<file path="src/rtl/sc_counter_down_reload.sv">
`default_nettype none
// ============================================================================
// Module   : sc_counter_down_reload
// Purpose  : Loadable down-counter with optional auto-reload and an active-low
//            one-cycle terminal-count strobe. Paces periodic game events
//            (march steps, shot cooldown, bomb interval).
// Ports    : SC_COUNTER_CLOCK_50          - system clock, rising edge
//            SC_COUNTER_RESET_InLow       - asynchronous active-low reset
//            SC_COUNTER_load_InLow        - low: load data into count+reload
//            SC_COUNTER_data_InBus        - unsigned load value
//            SC_COUNTER_count_InLow       - low: decrement enable this cycle
//            SC_COUNTER_autoreload_InLow  - low: reload on terminal count
//            SC_COUNTER_regcount_OutBus   - current count register
//            SC_COUNTER_tick_OutLow       - registered 1-cycle low terminal pulse
//            SC_COUNTER_eoc_OutLow        - low while DONE
//            SC_COUNTER_busy_OutLow       - low while RUN
// Revision : 1.0 - initial release
// ============================================================================
module sc_counter_down_reload #(
  parameter int COUNTER_DATAWIDTH_BUS = 5
) (
  input  logic                             SC_COUNTER_CLOCK_50,
  input  logic                             SC_COUNTER_RESET_InLow,
  input  logic                             SC_COUNTER_load_InLow,
  input  logic [COUNTER_DATAWIDTH_BUS-1:0] SC_COUNTER_data_InBus,
  input  logic                             SC_COUNTER_count_InLow,
  input  logic                             SC_COUNTER_autoreload_InLow,
  output logic [COUNTER_DATAWIDTH_BUS-1:0] SC_COUNTER_regcount_OutBus,
  output logic                             SC_COUNTER_tick_OutLow,
  output logic                             SC_COUNTER_eoc_OutLow,
  output logic                             SC_COUNTER_busy_OutLow
);

  localparam logic [COUNTER_DATAWIDTH_BUS-1:0] c_ZERO = '0;
  localparam logic [COUNTER_DATAWIDTH_BUS-1:0] c_ONE  = COUNTER_DATAWIDTH_BUS'(1);

  typedef enum logic [1:0] {
    ST_IDLE = 2'd0,
    ST_RUN  = 2'd1,
    ST_DONE = 2'd2
  } state_t;

  state_t                           r_state;
  logic [COUNTER_DATAWIDTH_BUS-1:0] r_count;
  logic [COUNTER_DATAWIDTH_BUS-1:0] r_reload;
  logic                             r_tick;

  always_ff @(posedge SC_COUNTER_CLOCK_50 or negedge SC_COUNTER_RESET_InLow) begin
    if (!SC_COUNTER_RESET_InLow) begin
      r_state  <= ST_IDLE;
      r_count  <= c_ZERO;
      r_reload <= c_ZERO;
      r_tick   <= 1'b1;
    end else begin
      // The strobe is only ever low for the cycle after a terminal decrement.
      r_tick <= 1'b1;
      if (!SC_COUNTER_load_InLow) begin
        // Load outranks any decrement on the same edge, so no tick here.
        r_count  <= SC_COUNTER_data_InBus;
        r_reload <= SC_COUNTER_data_InBus;
        r_state  <= (SC_COUNTER_data_InBus != c_ZERO) ? ST_RUN : ST_DONE;
      end else begin
        case (r_state)
          ST_IDLE: begin
            r_state <= ST_IDLE;
          end
          ST_RUN: begin
            if (!SC_COUNTER_count_InLow) begin
              if (r_count > c_ONE) begin
                r_count <= r_count - c_ONE;
              end else if (r_count == c_ONE) begin
                r_tick <= 1'b0;
                // Reload mode is only consulted here, at the terminal edge.
                if (!SC_COUNTER_autoreload_InLow && (r_reload != c_ZERO)) begin
                  r_count <= r_reload;
                end else begin
                  r_count <= c_ZERO;
                  r_state <= ST_DONE;
                end
              end else begin
                // Zero while running cannot arise from a load; park safely
                // rather than wrapping to all-ones.
                r_count <= c_ZERO;
                r_state <= ST_DONE;
              end
            end
          end
          ST_DONE: begin
            r_count <= c_ZERO;
          end
          default: begin
            r_state <= ST_IDLE;
            r_count <= c_ZERO;
          end
        endcase
      end
    end
  end

  assign SC_COUNTER_regcount_OutBus = r_count;
  assign SC_COUNTER_tick_OutLow     = r_tick;
  // Pure state decodes; both high in IDLE, never both low.
  assign SC_COUNTER_eoc_OutLow      = (r_state != ST_DONE);
  assign SC_COUNTER_busy_OutLow     = (r_state != ST_RUN);

endmodule
`default_nettype wire

</file>
<file path="config.mk">
export PLATFORM = sky130hd
export DESIGN_NAME = sc_counter_down_reload
export DESIGN_NICKNAME = d
export VERILOG_FILES = /design/src/rtl/sc_counter_down_reload.sv
export SDC_FILE = /design/constraint.sdc
export NUM_CORES = 1
export LEC_CHECK = 0
export CAP_MARGIN = 20
export CORE_MARGIN = 3
export CORE_UTILIZATION = 35
export DETAILED_ROUTE_END_ITERATION = 7
export GPL_ROUTABILITY_DRIVEN = 0
export SYNTH_ARGS = -nofsm -noshare
export SYNTH_HDL_FRONTEND = slang
export SYNTH_SLANG_ARGS = --single-unit
</file>
<file path="constraint.sdc">
create_clock -name SC_COUNTER_CLOCK_50 -period 1.8 [get_ports SC_COUNTER_CLOCK_50]
set_input_delay 0.18 -clock SC_COUNTER_CLOCK_50 [delete_from_list [all_inputs] [get_ports SC_COUNTER_CLOCK_50]]
set_output_delay 0.18 -clock SC_COUNTER_CLOCK_50 [all_outputs]
set_load 0.1 [all_outputs]
</file>
# Yosys cells after proc, flatten, opt, wreduce, memory -nomap -nowiden
# Index checks and enable logic that the tools add are counted.
dict set report word_totals {
  ff_bits 13
  elab_cells 41
  output_inout_bits 8
  in_bits 10
}
dict set report op_classes {
  n_reduce_logical 7
  n_eq_ne 10
  add_sub_neg 1
  order_cmp 1
  n_mux 18
}
# cell n
set op_table {}
lappend op_table {{5-bit two-way mux} 5}
lappend op_table {{2-bit two-way mux} 6}
lappend op_table {{5-bit one-hot mux with 2 select lines} 1}
lappend op_table {{5-bit nonzero test} 2}
lappend op_table {{2-bit inequality test (second input constant)} 3}
lappend op_table {{3-bit inequality test (second input constant)} 2}
lappend op_table {{5-bit by 1-bit == test with 1-bit output (second input constant)} 1}
lappend op_table {{5-bit by 1-bit greater-than comparator with 1-bit output (second input constant)} 1}
lappend op_table {{1-bit two-way mux} 5}
lappend op_table {{5-bit by 1-bit subtractor with 5-bit output (second input constant)} 1}
lappend op_table {{4-bit inequality test (second input constant)} 1}
lappend op_table {{2-bit one-hot mux with 2 select lines} 1}
lappend op_table {{4-bit AND reduction} 1}
lappend op_table {{2-bit by 1-bit == test with 1-bit output (second input constant)} 1}
lappend op_table {{2-bit == test (second input constant)} 1}
lappend op_table {{2-bit zero test} 1}
lappend op_table {{2-bit by 1-bit inequality test with 1-bit output (second input constant)} 1}
lappend op_table {{2-bit AND reduction} 1}
lappend op_table {{1-bit logical AND} 1}
lappend op_table {{1-bit zero test} 1}

# Depth between registers and ports, before layout
# Gate-level depths: netlist of run 1.
dict set report depth {
  depth_word 8
  mapped_depth 6
  mapped_depth_nobuf 6
}

# Worst setup path before layout of run 1
# OpenSTA, ideal clock, no wires.
dict set report synth_timing {
  path_type {reg-to-reg}
  startpoint {reg r_count[1], in the netlist SC_COUNTER_regcount_OutBus[1]}
  endpoint {reg r_count[4], in the netlist SC_COUNTER_regcount_OutBus[4]}
  required_time_ns 1.669
  arrival_ns 2.193
  slack_ns -0.524
  n_path_buf 0
  synth_period_minus_slack_ns 2.324
  stages_incl_launch_ff 7
  setup_ns 0.131
  cell_sequence {dfrtp_1 inv_1 ha_1 and2b_1 and3_1 o41ai_1 a2bb2oi_1}
}
dict set report synth_via {
  elab_chain_cells 6
  word_cells_on_any_way 8
  classes_between {add/sub (1); order compare (1); eq/ne (1); mux (5)}
}
# item line_no
set synth_lines {}
lappend synth_lines {{from (decl)} 44} ;# logic [COUNTER_DATAWIDTH_BUS-1:0] r_count;
lappend synth_lines {{from (signal assigned)} 51} ;# r_count <= c_ZERO;
lappend synth_lines {{from (signal assigned)} 59} ;# r_count <= SC_COUNTER_data_InBus;
lappend synth_lines {{from (signal assigned)} 70} ;# r_count <= r_count - c_ONE;
lappend synth_lines {{branches (longest 2 deep; another with 5-bit by 1-bit subtractor with 5-bit output)} n/a}
lappend synth_lines {{5-bit two-way mux (*)} 69} ;# if (r_count > c_ONE) begin
lappend synth_lines {{5-bit two-way mux (*)} 68} ;# if (!SC_COUNTER_count_InLow) begin
lappend synth_lines {{5-bit one-hot mux with 2 select lines (*)} 63} ;# case (r_state)
lappend synth_lines {{5-bit two-way mux (*)} 57} ;# if (!SC_COUNTER_load_InLow) begin
# Mark *: on every way between the ends. The select of a mux whose other input is x is not followed.
# A chain may end at the register's enable or synchronous reset.

# Worst setup path in the final report of run 1
dict set report layout_timing {
  startpoint {reg r_count[0], in the netlist SC_COUNTER_regcount_OutBus[0]}
  endpoint {reg r_count[4], in the netlist SC_COUNTER_regcount_OutBus[4]}
}
# The elaborated chain is that of the path after synthesis.

==> run summary, run 1 <==
Initial DRC Count = 14
Max cap viols = 0
Core area = 2062 um2
Vias per cell = 5.394
Hold Buf Count CTS = 0
RSZ-0062 raised after global routing = no
Delay-heaviest family, CP = flip-flops
HPWL after DPL = 1.526 mm
Root buffer cell = clkbuf_4
Number of flops mapped to enable cells by yosys = 0
Actual slew at the worst max-slew pin = 584.1 ps
Ratio of cells with drive above 1 in the final layout = 26.36%
Worst endpoint data arrival time = 1840 ps
Critical path capture point type = flop
Routed wire per std cell = 14.24 um
Critical path data required time = 1960 ps
Die area = 2890 um2
Post-synthesis register bit count = 13
Critical path type = reg -> reg
Detailed-router iteration count before antenna repair = 4
Crit path cell chain = ha_2 > and2b_1 > and3_1 > o41ai_1 > a2bb2oi_1
CTS tree = yes
Static Leak = 0.4861 nW
CTS resizes = 0
Grt ovf = 0
Final Util = 53.03%
Clk buf depth = 2
Most used DFF post-synth = dfrtp_1
Most frequent cells in the layout = nand2_1 (12), buf_4 (10), clkdlybuf4s50_1 (9)
Yosys cell types = 41
Sink Count = 13
Ant diodes = 0
Vias in the first global route = 730
Mapped Cells = 85
Final Hold Viols = 0
Period utilization = 93.10%
Commonest non-fill, non-tap cell in the layout = nand2_1
Mapped Area = 798.3 um2
Buffers on Ports = 17
Crit path buf inv count = 0
Status = completed
DIE WIDTH = 53.76 um
CP Launch Type = flop
Max-slew headroom = 60.94%
Tot Pwr = 0.0009778 W
PD cells = 894.1 nW/um2
ANT nets after route = 0
Global-route wire length before repair = 3.429 mm
Ys Warns = 0
Sum Neg Setup Slack = 0 ps
Largest net degree at the start of global routing = 14
R2R depth = 5
Final setup viols = 0
Tmin final = 1676 ps
H-tree Lvls = 1
Clk slew on worst S/H paths = 80 ps
Total number of vias = 739
GRT Resource Usage Total = 16.44%
HP Class = in -> async
CP Max Fanout = 6
Mean post-synth cell area = 9.391 um2
Area Growth Syn to Fin = 36.99%
CP peak stage delay = 510 ps
Clk_lat worst skew = 280 ps
Peak VDD IR = 0.4382 mV
Initial Util = 38.71%
Die height = 53.76 um
Worst R2R Setup Slack = 120 ps
Post-synthesis sequential area ratio = 40.91%
Nets = 123
CTS Buf Count = 3
Fraction of registers with async set/reset = 100.0%
Worst Skew = 6.209 ps
Slew Limit Fails = 0
Slowest-stage cell, CP = dfrtp_4
WP depth = 5
Synthesized net count = 97
Fmax = 0.5967 GHz
Post-CTS setup buffer count = 0
DRC violations left = 0
Ports = 18
Antenna violations before repair = 0
Post-Route WL = 1.951 mm
Filler cell count = 213
Row count = 16
## cell families after synthesis
group,Yosys count,share of synthesized area (%)
AO/OA/AOI/OAI,27,25.24
adder cells (fa/ha/maj),2,3.134
AND/OR/NAND/NOR,37,27.90
buffers and inverters,6,2.821
flip-flops,13,40.91
## final timing paths
check / end / from
min in group SC_COUNTER_CLOCK_50: r_reload[1] / SC_COUNTER_data_InBus[1]
min: r_state[0] / SC_COUNTER_RESET_InLow
max: SC_COUNTER_regcount_OutBus[4] / SC_COUNTER_regcount_OutBus[0]
max reg2reg: SC_COUNTER_regcount_OutBus[4] / SC_COUNTER_regcount_OutBus[0]
max in group asynchronous: SC_COUNTER_regcount_OutBus[0] / SC_COUNTER_RESET_InLow
min reg2reg: r_reload[2] / r_reload[2]
## flip-flops by register name, summed over array words and instances (netlist names)
register and cells:
SC_COUNTER_regcount_OutBus 5, r_reload 5, r_state 2, SC_COUNTER_tick_OutLow 1
## synthesized netlist by cell type (2+ instances only)
cell type | n | share of area (%)
nor2_1 | 2 | 0.94
o21ai_0 | 4 | 2.5
dfrtp_1 | 12 | 38
o21ai_1 | 2 | 1.3
and3_1 | 2 | 1.6
nand2_1 | 12 | 5.6
nand2b_1 | 7 | 5.5
o21a_1 | 2 | 1.9
ha_1 | 2 | 3.1
o31ai_1 | 2 | 1.9
inv_1 | 5 | 2.4
nor2b_1 | 3 | 2.4
o21bai_1 | 2 | 1.9
## where the power goes
| group | leakage (nW) | switching, W | internal [W] |
|---|---|---|---|
| Sequential | 0.152 | 0.0000474 | 0.000329 |
| Clock | 0.0150 | 0.0000977 | 0.0000859 |
| Combinational | 0.319 | 0.000275 | 0.000144 |
| Total | 0.486 | 0.000420 | 0.000558 |
## cell type report
type	instances	area, um2	share of cell area [%]
timing repair buffer	22	225.2	20.59
multi-input combinational	66	451.7	41.30
inverter	5	18.77	1.716
clock buffer	4	26.28	2.403
sequential	13	337.8	30.89
tap	27	33.78	3.089
## routing by layer
layer  vias to the layer above  global-route usage, %  wire length [um]
met1                       354                  22.96               938
met4                         0                  6.383                23
met2                        18                  25.20               888
li1                        365                      -                 -
met5                         -                      0                 0
met3                         2                  2.493               101
## per-stage QoR
stage	hold WS (ps)	worst slack [ps]	instances	cell area (um2)
floorplan	-115.6	1.394	85	812.0
global placement	491.3	158.1	133	1067
detailed placement	500.5	124.8	133	1067
CTS	292.5	107.0	137	1094
global route	324.8	18.22	137	1094
finish	266.0	124.2	137	1094
(Power assumes the default switching activity.)
==> run 2, diff against run 1 <==
- ABC_AREA: not set -> 1
- CORE_MARGIN: 3 -> 2
- CTS_CLUSTER_SIZE: not set -> 10
==> run 2 against run 1 <==
  * Setup slack better by 88 ps
  * Clock skew up 7.3 ps
  * Synthesized cell count up 47%
  * Worst hold slack better by 2.5 ps
  * Count of clock-buffer cells in the layout stayed put
  * Utilization fell by 2.5 points
  * Sequential cell count unchanged
  * Power increased by 80%
  * Register-to-register slack improved by 90 ps
  * Via count up 14%
  * Critical path depth up 6
==> run summary, run 2 <==
Status = completed
Antenna violations before repair = 0 (unchanged)
Row count = 17 (+1)
Top-count cell post-synth = nand2_1
Hold slack final = 268.4 ps (+2.458 ps)
Die height = 53.20 um (-1.0%)
Most frequent CP cell = nand2_1
CP peak stage delay = 440 ps (-70 ps)
Most used DFF post-synth = dfrtp_1
Ratio of cells with drive above 1 in the final layout = 15.07% (-11 points)
Detailed-router iteration count before antenna repair = 4 (unchanged)
Clk slew on worst S/H paths = 90 ps (about the same)
Setup WS pre-CTS = 218.2 ps (+93.40 ps)
Critical path type = reg -> reg
Post-CTS setup buffer count = 0 (unchanged)
Ports = 18 (unchanged)
Number of flops mapped to enable cells by yosys = 0 (unchanged)
Period utilization = 88.19% (-4.9 points)
Total number of vias = 845 (+14%)
HPWL after DPL = 1.706 mm (+12%)
Clk buf depth = 2 (unchanged)
Mapped Cells = 125 (+47%)
Largest net degree at the start of global routing = 14 (unchanged)
CTS Buf Count = 3 (unchanged)
GRT Resource Usage Total = 18.59% (+2.2 points)
Final Cell Area = 1140 um2 (+4.2%)
Synthesized net count = 137 (+41%)
Sink Count = 13 (unchanged)
Hold Buf Count CTS = 0 (unchanged)
Buffers on Ports = 17 (unchanged)
Final Util = 50.55% (-2.5 points)
CP Max Fanout = 6 (unchanged)
PD cells = 1542 nW/um2 (+72%)
Vias per cell = 4.856 (-10%)
DRC violations left = 0 (unchanged)
Die area = 2830 um2 (-2.1%)
Leading post-synthesis cells by cell area = dfrtp_1 (35%), nand2_1 (18%), nand3_1 (8.9%)
Post-synthesis sequential area ratio = 38.55% (-2.4 points)
Grt ovf = 0 (unchanged)
Post-synth top area share = 35.45% (-2.2 points)
Global-route wire length before repair = 3.705 mm (+8.0%)
ANT nets after route = 0 (unchanged)
Critical path capture point type = flop
RSZ-0062 raised after global routing = no
Max-slew headroom = 59.52% (-1.4 points)
Vias in the first global route = 869 (+19%)
Initial DRC Count = 17 (+3)
Slew Limit Fails = 0 (unchanged)
Max cap viols = 0 (unchanged)
Crit path cell chain = inv_1 > ha_1 > inv_1 > nor2_2 > nand2_2 > nand2_2 > nand2_1 > nand2_1 > nand2_1 > nand2_1 > nand2_1
Area Growth Syn to Fin = 34.56%
Ys Warns = 0 (unchanged)
Yosys cell types = 19 (-54%)
Critical path data required time = 1990 ps (+30 ps)
Core area = 2255 um2 (+9.3%)
H-tree Lvls = 1 (unchanged)
Worst Skew = 13.54 ps (+7.328 ps)
Post-Route WL = 2.160 mm (+11%)
CTS resizes = 0 (unchanged)
Ant diodes = 0 (unchanged)
Fmax = 0.6300 GHz (+5.6%)
Fraction of registers with async set/reset = 100.0% (unchanged)
Tmin final = 1587 ps (-88.42 ps)
Commonest non-fill, non-tap cell in the layout = nand2_1
Final Hold Viols = 0 (unchanged)
Initial Util = 37.57% (-1.1 points)
DIE WIDTH = 53.20 um (-1.0%)
Post-synth top area cell = dfrtp_1
Worst endpoint data arrival time = 1770 ps (-70 ps)
Actual slew at the worst max-slew pin = 605.4 ps (+21.25 ps)
Post-synthesis register bit count = 13 (unchanged)
Setup WS post-layout = 212.6 ps (+88.42 ps)
Mapped Area = 847.1 um2 (+6.1%)
Placement Cell Area = 1114 um2 (+4.3%)
Root buffer cell = clkbuf_4
Nets = 159 (+29%)
Post-synth top cells = nand2_1 (40), nand3_1 (15), inv_1 (13), nor2_1 (13), dfrtp_1 (12)
CP Launch Type = flop
Clk_lat worst skew = 280 ps (about the same)
HP Class = in -> async
Peak VDD IR = 0.8637 mV (+97%)
Slowest-stage cell, CP = dfrtp_2
Final setup viols = 0 (unchanged)
Sum Neg Setup Slack = 0 ps (unchanged)
CTS tree = yes
Mean post-synth cell area = 6.776 um2 (-28%)
Routed wire per std cell = 12.41 um (-13%)
Most frequent cells in the layout = nand2_1 (40), nand3_1 (15), inv_1 (13), nor2_1 (13), a21oi_1 (11)
Static Leak = 0.5535 nW (+14%)
==> run 2: cell families (layout without fill, tap and decap cells) <==
logic type	Yosys count	count (layout)	share of synthesized area (%)
adders and majority gates	2	2	2.954
xor gates and xnor gates	1	1	1.034
AOI/OAI and AO/OA	18	18	10.93
and+or+nand+nor	75	75	39.44
buffers and inverters	16	37	7.090
DFF	13	13	38.55
==> run 2: area by class of cell <==
cell class,count,area [um2]
multi-input cells,96,460.4
fillers,242,1115
repair buffers,18,232.7
clock buffers,4,26.28
well taps,28,35.03
flip-flops and latches,13,329.1
inverters,15,56.30
==> run 2: critical path: cells and delay by family (launching register included) <==
kind | cells | cell delay, ps
DFF | 1 | 440
adders and majority gates | 1 | 170
buffers and inverters | 2 | 130
and+or+nand+nor | 8 | 740
==> run 2: final timing paths <==
check | startpoint | end | slack [ps] | depth (start not counted)
max | SC_COUNTER_regcount_OutBus[1] | r_state[1] | 210 | 11
min | SC_COUNTER_RESET_InLow | r_reload[0] | 270 | 1
max reg2reg | SC_COUNTER_regcount_OutBus[1] | r_state[1] | 210 | 11
min reg2reg | r_reload[1] | r_reload[1] | 520 | 2
max in group asynchronous | SC_COUNTER_RESET_InLow | SC_COUNTER_regcount_OutBus[1] | 1110 | 1
min in group SC_COUNTER_CLOCK_50 | SC_COUNTER_data_InBus[0] | r_reload[0] | 510 | 3
==> run 2: per-stage QoR <==
step                      power [W]  std cells
after CTS                  0.001764        174
after global placement     0.001558        170
final                      0.001757        174
after floorplan            0.001224        125
after detailed placement   0.001575        170
after global routing       0.001878        174
==> run 2: report_power, final <==
part           switching (W)  internal (W)  leakage (nW)
logic               0.000745      0.000354         0.385
clock network      0.0000997     0.0000860        0.0150
registers           0.000113      0.000360         0.153
==> run 2: metal layers <==
metal  vias to the layer above  part of all wire (%)  track usage (%)
li1                        443                     -                -
met1                       378                    47            22.01
met2                        18                    47            31.04
met3                         6                   3.8            3.955
met4                         0                   2.2            10.26
met5                         -                     0                0
==> run 3, diff against run 2 <==
- PLACE_DENSITY_LB_ADDON: not set -> 0.15
==> run 3 against run 2 <==
  * Combinational power about the same
  * Sequential share of layout area down 0.19 points
  * Final area up 0.66%
  * Cell count up 0.57%
  * Critical path depth unchanged
  * Maximum frequency up 4.9%
  * Register-to-register slack better by 70 ps
  * Sequential power about the same
  * Power down 0.71%
  * Clock power down 2%
  * First-iteration DRC count up 24%
  * Non-clock buffer count up 1
  * Critical path type unchanged
  * Critical endpoint is now r_state[0]
  * Largest cell class unchanged
  * Highest routed layer unchanged
==> run summary, run 3 (same netlist as run 2, synthesis figures left out) <==
Status = completed
Vias per cell = 5.057 (+4.1%)
Clk slew on worst S/H paths = 80 ps (about the same)
Max cap viols = 0 (unchanged)
H-tree Lvls = 1 (unchanged)
Hold Buf Count CTS = 0 (unchanged)
DIE WIDTH = 53.20 um (unchanged)
Worst R2R End = r_state[0]
Vias in the first global route = 846 (-2.6%)
CTS Buf Count = 3 (unchanged)
Sw frac = 54.11% (-0.38 points)
Largest net degree at the start of global routing = 14 (unchanged)
Ant diodes = 0 (unchanged)
Actual slew at the worst max-slew pin = 622.6 ps (+17.26 ps)
CP Launch Type = flop
Row count = 17 (unchanged)
WP depth = 11 (unchanged)
Clock network power share = 10.4% (-0.2 points)
Crit path buf inv count = 2 (unchanged)
CTS tree = yes
Final Cell Area = 1147 um2 (+0.66%)
Reg-to-reg startpoint = SC_COUNTER_regcount_OutBus[1]
Tot Pwr = 0.001745 W (-0.71%)
Clk_lat worst skew = 270 ps (about the same)
P_int = 0.0008007 W (+0.12%)
Slew Limit Fails = 0 (unchanged)
Sink Count = 13 (unchanged)
Worst R2R Setup Slack = 290 ps (+70 ps)
Die area = 2830 um2 (unchanged)
Placement Cell Area = 1121 um2 (+0.67%)
R2R depth = 11 (unchanged)
Global-route wire length before repair = 3.622 mm (-2.2%)
Final setup viols = 0 (unchanged)
Peak VDD IR = 0.8235 mV (-4.7%)
Sequential power share = 26.9% (about the same)
Slowest-stage cell, CP = dfrtp_2
Worst Skew = 3.109 ps (-10.43 ps)
DRC violations left = 0 (unchanged)
Routed wire per std cell = 12.06 um (-2.8%)
Post-CTS setup buffer count = 0 (unchanged)
Most frequent CP cell = nand2_1
Grt ovf = 0 (unchanged)
CP peak stage delay = 430 ps (about the same)
Static Leak = 0.5583 nW (+0.87%)
Nets = 160 (+0.63%)
ANT nets after route = 0 (unchanged)
Commonest non-fill, non-tap cell in the layout = nand2_1
HP Class = in -> async
PD cells = 1521 nW/um2 (-1.4%)
Period utilization = 84.09% (-4.1 points)
Clk buf depth = 2 (unchanged)
Ports = 18 (unchanged)
Post-Route WL = 2.111 mm (-2.3%)
Max-slew headroom = 58.36% (-1.2 points)
Die height = 53.20 um (unchanged)
Worst endpoint data arrival time = 1680 ps (-90 ps)
Root buffer cell = clkbuf_4
Fmax = 0.6607 GHz (+4.9%)
Delay-heaviest family, CP = simple AND/OR/NAND/NOR gates
Initial Util = 37.57% (unchanged)
Initial DRC Count = 21 (+4)
Ratio of cells with drive above 1 in the final layout = 15.65% (+0.58 points)
Area Growth Syn to Fin = 35.45%
Total number of vias = 885 (+4.7%)
Detailed-router iteration count before antenna repair = 4 (unchanged)
CTS resizes = 0 (unchanged)
Most frequent cells in the layout = nand2_1 (40), nand3_1 (15), inv_1 (13), nor2_1 (13), a21oi_1 (11)
Buffers on Ports = 17 (unchanged)
GRT Resource Usage Total = 17.86% (-0.74 points)
Critical path capture point type = flop
Critical path type = reg -> reg
HPWL after DPL = 1.681 mm (-1.5%)
Final Hold Viols = 0 (unchanged)
RSZ-0062 raised after global routing = no
CP Max Fanout = 6 (unchanged)
Core area = 2255 um2 (unchanged)
Antenna violations before repair = 0 (unchanged)
Critical path data required time = 1970 ps (-20 ps)
Sum Neg Setup Slack = 0 ps (unchanged)
Sw power = 0.0009441 W (-1.4%)
Tmin final = 1514 ps (-73.78 ps)
Combinational power share = 62.7% (+0.2 points)
Crit path cell chain = inv_1 > ha_1 > inv_1 > nor2_2 > nand2_2 > nand2_2 > nand2_1 > nand2_1 > nand2_1 > nand2_1 > nand2_1
run 3: cell count changes in the layout (fill, tap and decap cells not counted), sizes merged:
cell and delta:
buf +1
run 3: area by class of cell:
class	instances	area [um2]
Tap cell	28	35.03
Timing Repair Buffer	19	240.2
Fill cell	244	1107
Clock buffer	4	26.28
Sequential cell	13	329.1
Multi-Input combinational cell	96	460.4
Inverter	15	56.30
run 3: worst register-to-register path: cells and delay by family (launching register included):
| kind | cells | cell delay, ps |
|---|---|---|
| and+or+nand+nor | 8 | 700 |
| DFF | 1 | 430 |
| adders and majority gates | 1 | 160 |
| buffers and inverters | 2 | 130 |
run 3: stage by stage:
stage / utilization, % / hold WS, ps / cells / setup slack, ps
after floorplan: - / -115.6 / 125 / 35.97
after global placement: 49.72 / 495.3 / 171 / 258.1
after detailed placement: 49.72 / 499.6 / 171 / 265.7
after CTS: 50.89 / 308.0 / 175 / 287.7
after global routing: 50.89 / 331.8 / 175 / 128.6
final: 50.89 / 292.4 / 175 / 286.4
run 3: metal layers:
metal,up-vias,share of wire (%),track usage (%)
met5,-,0,0
met4,0,1.2,7.265
met3,4,5.0,2.260
met2,29,50,30.83
met1,407,44,22.28
li1,445,-,-
run 3: worst max path at each step:
stage / startpoint / to
CTS: SC_COUNTER_regcount_OutBus[1] / r_state[0]
finish: SC_COUNTER_regcount_OutBus[1] / r_state[0]
global placement: SC_COUNTER_load_InLow / SC_COUNTER_regcount_OutBus[1]
floorplan: SC_COUNTER_regcount_OutBus[2] / r_state[1]
detailed placement: SC_COUNTER_load_InLow / SC_COUNTER_regcount_OutBus[4]
global route: SC_COUNTER_regcount_OutBus[1] / r_state[0]
run 3: power by group through the flow:
stage / Combinational [W] / Clock, W / Sequential [W]
6_report: 0.00109 / 0.000182 / 0.000470
5_1_grt: 0.00118 / 0.000208 / 0.000482
4_1_cts: 0.00110 / 0.000189 / 0.000470
3_5_place_dp: 0.00109 / 0 / 0.000475
3_3_place_gp: 0.00109 / 0 / 0.000473
2_1_floorplan: 0.000471 / 0 / 0.000753
